File: config.mk
export PLATFORM = sky130hd
export DESIGN_NAME = servo_sweep_ctrl
export DESIGN_NICKNAME = d
export VERILOG_FILES = /design/src/rtl/servo_pkg.sv /design/src/rtl/servo_pwm_timebase.sv /design/src/rtl/servo_sweep_ctrl.sv
export SDC_FILE = /design/constraint.sdc
export NUM_CORES = 1
export LEC_CHECK = 0
export ABC_AREA = 0
export CORE_MARGIN = 3
export CORE_UTILIZATION = 35
export CTS_CLUSTER_DIAMETER = 100
export CTS_CLUSTER_SIZE = 14
export DETAILED_ROUTE_END_ITERATION = 10
export PLACE_DENSITY = 0.55
export SYNTH_ARGS = -nofsm -noshare
export SYNTH_HDL_FRONTEND = slang
export SYNTH_HIERARCHICAL = 1
export SYNTH_SLANG_ARGS = --single-unit
File: constraint.sdc
create_clock -name clk -period 3.6 [get_ports clk]
set_clock_uncertainty 0.2 [all_clocks]
set_input_delay 0.36 -clock clk [delete_from_list [all_inputs] [get_ports clk]]
set_output_delay 0.36 -clock clk [all_outputs]
set_load 0.02 [all_outputs]
File: src/rtl/servo_pkg.sv
// Shared types and helpers for the servo sweep controller.
package servo_pkg;

    typedef enum logic [1:0] {
        ST_IDLE       = 2'd0,
        ST_SWEEP_UP   = 2'd1,
        ST_SWEEP_DOWN = 2'd2,
        ST_HOMING     = 2'd3
    } servo_state_t;

    localparam logic [1:0] MODE_SWEEP    = 2'd0;
    localparam logic [1:0] MODE_HOLD     = 2'd1;
    localparam logic [1:0] MODE_HOME     = 2'd2;
    localparam logic [1:0] MODE_HOLD_ALT = 2'd3;

    // Limits must leave room for +/-1 so duty arithmetic never wraps.
    function automatic bit duty_params_ok(input int duty_w, input int dmin,
                                          input int dhome, input int dmax);
        return (dmin > 0) && (dmin < dhome) && (dhome < dmax) &&
               (dmax < (1 << duty_w) - 1);
    endfunction

endpackage

File: src/rtl/servo_pwm_timebase.sv
// Shared PWM timebase: step prescaler, frame phase counter and sweep step tick.
module servo_pwm_timebase #(
    parameter int DUTY_W   = 9,
    parameter int PWM_DIV  = 3906,
    parameter int STEP_DIV = 4194304
) (
    input  logic              clk,
    input  logic              reset_p,
    output logic [DUTY_W-1:0] phase,
    output logic              frame,
    output logic              stick
);

    localparam int PRE_W = (PWM_DIV > 1) ? $clog2(PWM_DIV) : 1;
    localparam int STK_W = (STEP_DIV > 1) ? $clog2(STEP_DIV) : 1;
    localparam logic [PRE_W-1:0] PRE_LAST = PRE_W'(PWM_DIV - 1);
    localparam logic [STK_W-1:0] STK_LAST = STK_W'(STEP_DIV - 1);

    logic [PRE_W-1:0]  pre_reg;
    logic [STK_W-1:0]  stk_reg;
    logic [DUTY_W-1:0] phase_reg;
    logic              ptick;

    assign ptick = (pre_reg == PRE_LAST);

    always_ff @(posedge clk) begin
        if (reset_p) begin
            pre_reg   <= '0;
            stk_reg   <= '0;
            phase_reg <= '0;
        end else begin
            pre_reg <= ptick ? '0 : pre_reg + 1'b1;
            stk_reg <= stick ? '0 : stk_reg + 1'b1;
            if (ptick) begin
                phase_reg <= phase_reg + 1'b1;
            end
        end
    end

    assign phase = phase_reg;
    // High in the last step of a frame: the edge ending it wraps phase to 0.
    assign frame = ptick && (phase_reg == '1);
    assign stick = (stk_reg == STK_LAST);

endmodule

File: src/rtl/servo_sweep_ctrl.sv
// Multi-channel hobby-servo sweep/hold/home controller on a shared 50 Hz PWM frame.
module servo_sweep_ctrl
    import servo_pkg::*;
#(
    parameter int CH        = 2,
    parameter int DUTY_W    = 9,
    parameter int PWM_DIV   = 3906,
    parameter int STEP_DIV  = 4194304,
    parameter int DUTY_MIN  = 8,
    parameter int DUTY_MAX  = 70,
    parameter int DUTY_HOME = 14
) (
    input  logic                 clk,
    input  logic                 reset_p,
    input  logic                 motor_en,
    input  logic [CH-1:0]        start_pe,
    input  logic [2*CH-1:0]      mode,
    output logic [CH-1:0]        pwm,
    output logic [DUTY_W*CH-1:0] duty_out,
    output logic [CH-1:0]        busy,
    output logic [CH-1:0]        home_done
);

    localparam logic [DUTY_W-1:0] D_MIN  = DUTY_W'(DUTY_MIN);
    localparam logic [DUTY_W-1:0] D_MAX  = DUTY_W'(DUTY_MAX);
    localparam logic [DUTY_W-1:0] D_HOME = DUTY_W'(DUTY_HOME);

    generate
        if (!duty_params_ok(DUTY_W, DUTY_MIN, DUTY_HOME, DUTY_MAX)) begin : g_bad_params
            $error("servo_sweep_ctrl: need 0 < DUTY_MIN < DUTY_HOME < DUTY_MAX < 2**DUTY_W-1");
        end
    endgenerate

    logic [DUTY_W-1:0] phase;
    logic              frame;
    logic              stick;

    servo_pwm_timebase #(
        .DUTY_W   (DUTY_W),
        .PWM_DIV  (PWM_DIV),
        .STEP_DIV (STEP_DIV)
    ) u_timebase (
        .clk     (clk),
        .reset_p (reset_p),
        .phase   (phase),
        .frame   (frame),
        .stick   (stick)
    );

    for (genvar gi = 0; gi < CH; gi++) begin : g_ch
        servo_state_t      state_reg;
        logic [DUTY_W-1:0] duty_w_reg;
        logic [DUTY_W-1:0] duty_a_reg;
        logic              pwm_reg;
        logic              busy_reg;
        logic              home_done_reg;
        logic [1:0]        ch_mode;
        logic              is_hold;

        assign ch_mode = mode[2*gi +: 2];
        assign is_hold = (ch_mode == MODE_HOLD) || (ch_mode == MODE_HOLD_ALT);

        always_ff @(posedge clk) begin
            if (reset_p) begin
                state_reg     <= ST_IDLE;
                duty_w_reg    <= D_HOME;
                duty_a_reg    <= D_HOME;
                pwm_reg       <= 1'b0;
                busy_reg      <= 1'b0;
                home_done_reg <= 1'b0;
            end else begin
                home_done_reg <= 1'b0;
                pwm_reg       <= (phase < duty_a_reg);
                if (frame) begin
                    duty_a_reg <= duty_w_reg;
                end

                // Transitions pre-empt stepping, so a coincident stick is dropped.
                if (!motor_en) begin
                    state_reg <= ST_IDLE;
                    busy_reg  <= 1'b0;
                end else if (start_pe[gi]) begin
                    if (state_reg != ST_IDLE) begin
                        state_reg <= ST_IDLE;
                        busy_reg  <= 1'b0;
                    end else if (ch_mode == MODE_SWEEP) begin
                        state_reg <= ST_SWEEP_UP;
                        busy_reg  <= 1'b1;
                    end else if (ch_mode == MODE_HOME) begin
                        state_reg <= ST_HOMING;
                        busy_reg  <= 1'b1;
                    end
                end else begin
                    case (state_reg)
                        ST_SWEEP_UP, ST_SWEEP_DOWN: begin
                            if (is_hold) begin
                                state_reg <= ST_IDLE;
                                busy_reg  <= 1'b0;
                            end else if (ch_mode == MODE_HOME) begin
                                state_reg <= ST_HOMING;
                            end else if (stick) begin
                                if (state_reg == ST_SWEEP_UP) begin
                                    if (duty_w_reg >= D_MAX) begin
                                        duty_w_reg <= duty_w_reg - 1'b1;
                                        state_reg  <= ST_SWEEP_DOWN;
                                    end else begin
                                        duty_w_reg <= duty_w_reg + 1'b1;
                                    end
                                end else begin
                                    if (duty_w_reg <= D_MIN) begin
                                        duty_w_reg <= duty_w_reg + 1'b1;
                                        state_reg  <= ST_SWEEP_UP;
                                    end else begin
                                        duty_w_reg <= duty_w_reg - 1'b1;
                                    end
                                end
                            end
                        end
                        ST_HOMING: begin
                            if (stick) begin
                                if (duty_w_reg == D_HOME) begin
                                    state_reg     <= ST_IDLE;
                                    busy_reg      <= 1'b0;
                                    home_done_reg <= 1'b1;
                                end else if (duty_w_reg < D_HOME) begin
                                    duty_w_reg <= duty_w_reg + 1'b1;
                                end else begin
                                    duty_w_reg <= duty_w_reg - 1'b1;
                                end
                            end
                        end
                        default: begin
                        end
                    endcase
                end
            end
        end

        assign pwm[gi]                          = pwm_reg;
        assign busy[gi]                         = busy_reg;
        assign home_done[gi]                    = home_done_reg;
        assign duty_out[gi*DUTY_W +: DUTY_W]    = duty_a_reg;
    end

endmodule

# ---- Yosys cells after proc, flatten, opt, wreduce, memory -nomap -nowiden
# Cells that the tools add are included.
dict set report word_totals {
  register_bits 89
}
dict set report classes {
  addsub 7
  n_lt_le_gt_ge 8
  eq_ne 41
  mux 64
  n_bitwise 6
  n_reduce_logical 24
}
# cell count
set op_table {}
lappend op_table {{9-bit two-way mux} 18}
lappend op_table {{2-bit two-way mux} 24}
lappend op_table {{9-bit case mux with 2 select lines} 2}
lappend op_table {{9-bit by 1-bit adder with 9-bit output, second input constant} 3}
lappend op_table {{6-bit inequality test, second input constant} 4}
lappend op_table {{22-bit by 1-bit adder with 22-bit output, second input constant} 1}
lappend op_table {{22-bit equality test, second input constant} 1}
lappend op_table {{9-bit by 4-bit equality test with 1-bit output, second input constant} 2}
lappend op_table {{9-bit by 7-bit >= comparator with 1-bit output, second input constant} 2}
lappend op_table {{9-bit by 4-bit less-or-equal comparator with 1-bit output, second input constant} 2}
lappend op_table {{9-bit by 4-bit less-than comparator with 1-bit output, second input constant} 2}
lappend op_table {{9-bit less-than comparator} 2}
lappend op_table {{9-bit by 1-bit subtractor with 9-bit output, second input constant} 2}
lappend op_table {{2-bit equality test, second input constant} 8}
lappend op_table {{1-bit two-way mux} 16}
lappend op_table {{8-bit AND reduction} 2}
lappend op_table {{7-bit AND reduction} 2}
lappend op_table {{12-bit by 1-bit adder with 12-bit output, second input constant} 1}
lappend op_table {{12-bit equality test, second input constant} 1}
lappend op_table {{2-bit inequality test, second input constant} 6}
lappend op_table {{3-bit inequality test, second input constant} 4}
lappend op_table {{5-bit by 4-bit inequality test with 1-bit output, second input constant} 2}
lappend op_table {{5-bit AND reduction} 2}
lappend op_table {{2-bit OR reduction} 5}
lappend op_table {{14 further kinds} 36}

# ---- Logic depth before layout (Yosys ltp)
# Gate-level depths: netlist of the first run.
dict set report depth {
  ltp_word 8
  ltp_mapped 10
  depth_no_buf 9
}

# ---- Hierarchy
# The synthesis of the first run kept the hierarchy.
# module instances cells_each area_per_inst_um2 seq_area_each_um2
set by_module_without_submodules {}
lappend by_module_without_submodules {servo_sweep_ctrl 1 384 3089.2 920.9}
lappend by_module_without_submodules {servo_pwm_timebase 1 221 1985.7 860.8}

# ---- Least setup slack after synthesis of the first run
# OpenSTA, ideal clock, no wires.
dict set report synth_path {
  kind {register -> register}
  start {register u_timebase.stk_reg[0]}
  end {register g_ch[1].duty_w_reg[5]}
  t_arrival_ns 2.455
  path_slack_ns 0.879
  stages_incl_launch_ff 10
  n_path_buf 0
  path_cell_list {dfxtp_1 ha_1 and3_1 and4_4 and3_1 o221ai_1 nand2b_1 or4_1 a21o_1 a21oi_2}
}
dict set report synth_via {
  elab_chain_len 3
  word_cells_on_any_way 4
}
# item line
set synth_rtl {}
lappend synth_rtl {{start, declared} servo_pwm_timebase.sv:20} ;# logic [STK_W-1:0] stk_reg;
lappend synth_rtl {{start signal, assigned} servo_pwm_timebase.sv:33} ;# stk_reg <= stick ? '0 : stk_reg + 1'b1;
lappend synth_rtl {{22-bit equality test (*)} servo_pwm_timebase.sv:43} ;# assign stick = (stk_reg == STK_LAST);
lappend synth_rtl {{named net stick} servo_sweep_ctrl.sv:36} ;# logic stick;
lappend synth_rtl {{2-bit by 1-bit inequality test with 1-bit output (no source line)} -}
lappend synth_rtl {{8-bit AND reduction (no source line) (*)} -}
lappend synth_rtl {{end signal, assigned} servo_sweep_ctrl.sv:104} ;# duty_w_reg <= duty_w_reg - 1'b1;
lappend synth_rtl {{end signal, assigned} servo_sweep_ctrl.sv:107} ;# duty_w_reg <= duty_w_reg + 1'b1;
lappend synth_rtl {{end signal, assigned} servo_sweep_ctrl.sv:111} ;# duty_w_reg <= duty_w_reg + 1'b1;
lappend synth_rtl {{end, declared} servo_sweep_ctrl.sv:52} ;# logic [DUTY_W-1:0] duty_w_reg;
# Mark *: on every way through the listed nets, which the timed path passes. The rest lies on a longest branch.
# A chain may end at the register's enable or synchronous reset.

# ---- Worst setup path in the final report of the first run
# Ends and elaborated chain as after synthesis.

==> results of run 1 <==
## through the flow
step / cells / setup WS (ps)
2_1_floorplan: 605 / 879
3_3_place_gp: 787 / 693
3_5_place_dp: 787 / 597
4_1_cts: 803 / 587
5_1_grt: 803 / 368
6_report: 803 / 569
## final cells by class
class | instances | area (um^2) | area share
clock buffer | 14 | 254 | 0.0444
clock inverter | 2 | 37.5 | 0.00657
inverter | 37 | 139 | 0.0243
multi-input combinational | 444 | 2930 | 0.512
sequential | 89 | 1780 | 0.312
tap | 180 | 225 | 0.0394
timing repair buffer | 37 | 353 | 0.0617
## routing by layer
layer	wire length [um]	vias to the layer above
li1	-	2149
met1	5440	1999
met2	5260	68
met3	446	17
met4	237	0
met5	0	-
## power by group
group	internal [mW]	leakage (nW)	switching [mW]
combinational	0.0533	1.31	0.0786
clock	0.558	0.137	0.380
sequential	0.999	0.720	0.0178
## worst max-delay path, stage by stage, from the launching register on
cell      delay [ps]
dfxtp_1          360
ha_1             260
and3_1           290
and4_4           260
and3_1           280
o221ai_1         230
nand2b_1         260
or4_1            520
a21o_1           190
a21oi_2          120
## path summary, 6_finish.rpt
check,start,endpoint,slack [ps],cells past startpoint
worst min-delay path,reset_p,g_ch[0].duty_a_reg[6],250,2
worst max register to register,u_timebase/stk_reg[0],g_ch[1].duty_w_reg[5],570,9
worst max-delay path,u_timebase/stk_reg[0],g_ch[1].duty_w_reg[5],570,9
worst min register to register,u_timebase/stk_reg[0],u_timebase/stk_reg[0],260,1
## synthesized netlist by cell type, drive strengths merged (2+ instances only)
| master | number |
|---|---|
| a21o | 8 |
| a21oi | 20 |
| a221oi | 2 |
| a31o | 2 |
| a31oi | 7 |
| and2 | 2 |
| and3 | 10 |
| and4 | 11 |
| and4b | 2 |
| buf | 19 |
| clkbuf | 16 |
| dfxtp | 89 |
| ha | 33 |
| inv | 37 |
| mux2 | 5 |
| mux2i | 23 |
| nand2 | 38 |
| nand2b | 5 |
| nand3 | 30 |
| nand4 | 15 |
| nor2 | 90 |
| nor2b | 11 |
| nor3 | 12 |
| nor3b | 5 |
| nor4 | 6 |
| o211ai | 7 |
| o21ai | 23 |
| o21bai | 2 |
| o221ai | 3 |
| o22ai | 2 |
| o311a | 2 |
| o31a | 2 |
| o31ai | 4 |
| o41ai | 2 |
| or2 | 3 |
| or3 | 13 |
| or4 | 3 |
| xnor2 | 15 |
| xor2 | 13 |
## logic make-up after synthesis
kind of cell | Yosys count | share of synthesized area
flip-flops | 89 | 0.351
buffers and inverters | 72 | 0.0722
multiplexers | 28 | 0.0565
XOR/XNOR | 28 | 0.0483
AND/OR/NAND/NOR | 261 | 0.269
adder cells (fa/ha/maj) | 33 | 0.0814
AO/OA/AOI/OAI | 94 | 0.122
==> flow_metrics.py, run 1 <==
metrics = {
    "power": {
        "cellPowerDensity_nw_per_um2": 365,
        "p_leak_nw": 2.16,
        "power_mw": 2.09,
        "ir_drop_v": 0.000283,
    },
    "worst_hold_path": {
        "hold_path_class": "in -> reg",
    },
    "route": {
        "vias": 4233,
        "drc": 0,
        "viasPerCell": 5.27,
        "drt_first_iter_violations": 280,
        "wl_per_cell_um": 14.2,
        "firstDrtPassIters": 4,
        "wirelength_mm": 11.4,
        "ant_nets": 0,
    },
    "synthesis": {
        "syn_area_um2": 5070,
        "yosysTopAreaCellShare": 0.351,
        "syn_nets": 647,
        "synth_top_area_cell": "dfxtp_1",
        "synth-edff-count": 0,
        "ys_warn_count": 6,
        "async_flop_share": 0,
        "yosysSeqAreaShare": 0.351,
        "synth-seq-cells": 89,
        "synthFlopType": "dfxtp_1",
        "ys_types": 63,
        "syn-mean-instance-area_um2": 8.39,
        "synthCells": 605,
        "synthTopCellsByArea": "dfxtp_1 35%, ha_1 8.1%, nor2_1 6.7%",
    },
    "clocking": {
        "clock_path_buffers": 2,
        "cts.sinks": 89,
        "post_cts_buffers": 0,
        "clk_latency_ps": 350,
        "clkSlewWorstSetupHoldPaths_ps": 60,
        "postCtsHoldBufs": 0,
        "ctsResizeCount": 0,
        "numCtsBuffers": 9,
        "tritoncts": "built",
        "ctsHtreeMaxLevel": 3,
        "cts_root_buf": "clkbuf_16",
    },
    "status": {
        "status": "completed",
    },
    "setup_path": {
        "crit_fanout": 5,
        "cp-start-kind": "flip-flop",
        "crit_arrival_ps": 3110,
        "critPathKind": "reg -> reg",
        "end_kind": "flip-flop",
        "cp.required_ps": 3680,
    },
    "global_routing": {
        "grt_use_met2": 0.239,
        "grt_use_total": 0.148,
        "grt_pass1_wl_mm": 19.6,
        "grt_util_met3": 0.0341,
        "grt_max_degree": 29,
        "first_global_vias": 4131,
        "overflow": 0,
        "gr-max-usage-layer": "met2",
        "antenna_found_initial": 0,
        "met1_usage": 0.187,
    },
    "sta": {
        "finalSetupTns_ps": 0,
        "slew_headroom": 0.582,
        "drv_slew": 0,
        "rsz0062_at_grt": "false",
        "whs_ps": 249,
        "setup_violations": 0,
        "fin_crit_sh": 0.842,
        "hold_viol": 0,
        "worst_pin_slew_ps": 624,
        "min_period_ps": 3030,
        "fmax_ghz": 0.330,
    },
    "cells_and_area": {
        "area_growth_pct": 12.6,
        "final_cell_mix": "90 x nor2_1, 89 x dfxtp_1, 38 x nand2_1",
        "fill_cells": 1364,
        "antenna_cells": 0,
        "largest_reg_flops": 22,
        "fin_util": 0.407,
        "layout-drive-gt1-share": 0.0562,
        "fin_nets": 660,
        "stdcell_area_um2": 5720,
        "final_common_cell": "nor2_1",
    },
    "die": {
        "ioPinCount": 33,
        "fp.coreArea_um2": 14000,
        "die_x_um": 126,
        "dieHeight_um": 126,
        "rows": 43,
        "start_util": 0.361,
        "die-area_um2": 16000,
    },
    "flow_run": {
        "drv_cap": 0,
    },
    "place": {
        "io_buffers": 32,
        "hpwlAfterDp_mm": 8.16,
        "placed_area_um2": 5430,
        "finalWeightedCongestion": 0.859,
    },
}
Power figures use the tool's default switching activity.
==> run 2, diff against run 1 <==
--- a/config.mk
+++ b/config.mk
@@ -11,7 +11,7 @@
 export CTS_CLUSTER_DIAMETER = 100
 export CTS_CLUSTER_SIZE = 14
 export DETAILED_ROUTE_END_ITERATION = 10
-export PLACE_DENSITY = 0.55
+export PLACE_DENSITY = 0.57
 export SYNTH_ARGS = -nofsm -noshare
 export SYNTH_HDL_FRONTEND = slang
 export SYNTH_HIERARCHICAL = 1
==> constraint.sdc (replaced) <==
create_clock -name clk -period 2.65 [get_ports clk]
set_clock_uncertainty 0.2 [all_clocks]
set_input_delay 0.265 -clock clk [delete_from_list [all_inputs] [get_ports clk]]
set_output_delay 0.265 -clock clk [all_outputs]
set_load 0.02 [all_outputs]
==> run 2 against run 1 <==
Register-to-register slack lost 430 ps. Utilization grew 2.0 points. Flip-flop and latch count is the same. Clock power grew 57%. Fmax grew 21%.
==> flow_metrics.py, run 2 (same netlist as run 1, synthesis figures left out) <==
metrics = {
    "die": {
        "die_x_um": 126,
        "ioPinCount": 33,
        "rows": 43,
        "dieHeight_um": 126,
        "fp.coreArea_um2": 14000,
        "start_util": 0.361,
        "die-area_um2": 16000,
    },
    "route": {
        "firstDrtPassIters": 4,
        "drc": 0,
        "wirelength_mm": 11.7,
        "ant_nets": 0,
        "vias": 4330,
        "wl_per_cell_um": 14.1,
        "drt_first_iter_violations": 254,
        "viasPerCell": 5.22,
    },
    "cells_and_area": {
        "antenna_cells": 0,
        "layout-drive-gt1-share": 0.112,
        "area_growth_pct": 18.3,
        "fill_cells": 1343,
        "seqCellArea_um2": 1780,
        "final_cell_mix": "90 x nor2_1, 89 x dfxtp_1, 38 x nand2_1",
        "fin_nets": 686,
        "stdcell_area_um2": 6000,
        "largest_reg_flops": 22,
        "final_common_cell": "nor2_1",
        "multi_input_area_um2": 2970,
        "fin_util": 0.428,
    },
    "clocking": {
        "cts.sinks": 89,
        "cts_root_buf": "clkbuf_16",
        "clkSlewWorstSetupHoldPaths_ps": 70,
        "tritoncts": "built",
        "clock_path_buffers": 2,
        "clk_latency_ps": 340,
        "numCtsBuffers": 9,
        "ctsHtreeMaxLevel": 3,
        "postCtsHoldBufs": 0,
    },
    "setup_path": {
        "crit_fanout": 9,
        "rr_endpoint": "g_ch[1].duty_w_reg[2]",
        "ff2ff_setup_slack_ps": 140,
        "cpMaxStageDelayCell": "or4_4",
        "cp_cell_sequence": "or4_4, o311a_1, o31a_2, mux2i_1, or3_1, nand3_1",
        "end_kind": "flip-flop",
        "slowest_delay_ps": 550,
        "cp_top_family": "simple AND/OR/NAND/NOR gates",
        "cp_num_buf_inv": 0,
        "cp.required_ps": 2730,
        "crit_arrival_ps": 2590,
        "cp-start-kind": "flip-flop",
        "reg2reg_depth": 6,
        "reg2reg_from": "g_ch[1].duty_w_reg[4]",
        "critPathKind": "reg -> reg",
    },
    "worst_hold_path": {
        "whs_endpoint": "g_ch[0].duty_w_reg[7]",
        "hold_path_class": "in -> reg",
        "worstHoldStart": "reset_p",
        "worstHoldPathCells": 2,
    },
    "sta": {
        "hold_viol": 0,
        "fmax_ghz": 0.398,
        "worst_pin_slew_ps": 659,
        "finalSetupTns_ps": 0,
        "min_period_ps": 2510,
        "slew_headroom": 0.560,
        "fin_crit_sh": 0.949,
        "rsz0062_at_grt": "false",
        "setup_violations": 0,
        "drv_slew": 0,
    },
    "power": {
        "ir_drop_v": 0.000345,
        "p_leak_nw": 2.35,
        "cellPowerDensity_nw_per_um2": 508,
        "power_mw": 3.05,
    },
    "place": {
        "io_buffers": 32,
        "placed_area_um2": 5640,
        "finalWeightedCongestion": 0.830,
        "hpwlAfterDp_mm": 8.52,
    },
    "global_routing": {
        "first_global_vias": 4145,
        "overflow": 0,
        "grt_max_degree": 26,
        "grt_use_total": 0.148,
        "antenna_found_initial": 0,
        "grt_pass1_wl_mm": 19.7,
    },
    "flow_run": {
        "drv_cap": 0,
    },
    "status": {
        "status": "completed",
    },
}
## run 2: cell types whose count changed in the layout (fill, tap and decap cells not counted), sizes merged
cell      delta
buf         +26
clkinv       +3
clkbuf       -4
bufinv       +2
clkinvlp     -1
## run 2: where the power goes
part / internal [mW] / switching (mW) / total, mW
combinational: 0.0869 / 0.117 / 0.204
clock: 0.942 / 0.530 / 1.47
sequential: 1.36 / 0.0181 / 1.38
total: 2.39 / 0.665 / 3.05
## run 2: layout make-up
class / instances / share of cell area
inverter: 37 / 0.0231
tap: 180 / 0.0375
clock buffer: 10 / 0.0398
multi-input combinational: 444 / 0.494
sequential: 89 / 0.297
timing repair buffer: 63 / 0.0913
clock inverter: 6 / 0.0175
## run 2: timing repair
item	4_1_cts	5_1_grt
resized for setup	1	6
pin swaps	0	1
setup endpoints to repair	1	8
buffers inserted	0	0
cloned	0	0
## run 2: per-layer routing
metal / vias to the layer above / routed length [um] / GRT usage
met5: - / 0 / 0
met4: 0 / 253 / 0.0618
met3: 16 / 393 / 0.0257
met2: 69 / 5540 / 0.248
met1: 2037 / 5470 / 0.187
li1: 2208 / - / -
## run 2: worst max-delay path by stage
stage | start | endpoint | slack [ps] | cells past startpoint
2_1_floorplan | u_timebase/stk_reg[0] | g_ch[1].duty_w_reg[5] | 20 | 9
3_3_place_gp | u_timebase/stk_reg[1] | g_ch[0].duty_w_reg[3] | 120 | 9
3_5_place_dp | u_timebase/stk_reg[1] | g_ch[0].duty_w_reg[3] | 30 | 9
4_1_cts | u_timebase/stk_reg[1] | g_ch[0].duty_w_reg[3] | 30 | 9
5_1_grt | u_timebase/stk_reg[1] | g_ch[0].state_reg[0] | 7 | 10
6_report | g_ch[1].duty_w_reg[4] | g_ch[1].duty_w_reg[2] | 140 | 6
## run 2: stage by stage
step / hold slack (ps) / setup slack, ps / std cells
after global placement: 243 / 122 / 813
after detailed placement: 261 / 29.1 / 813
final: 89.6 / 136 / 829
after floorplan: 144 / 21.6 / 605
after global routing: 107 / 6.96 / 829
after CTS: 81.0 / 32.2 / 829
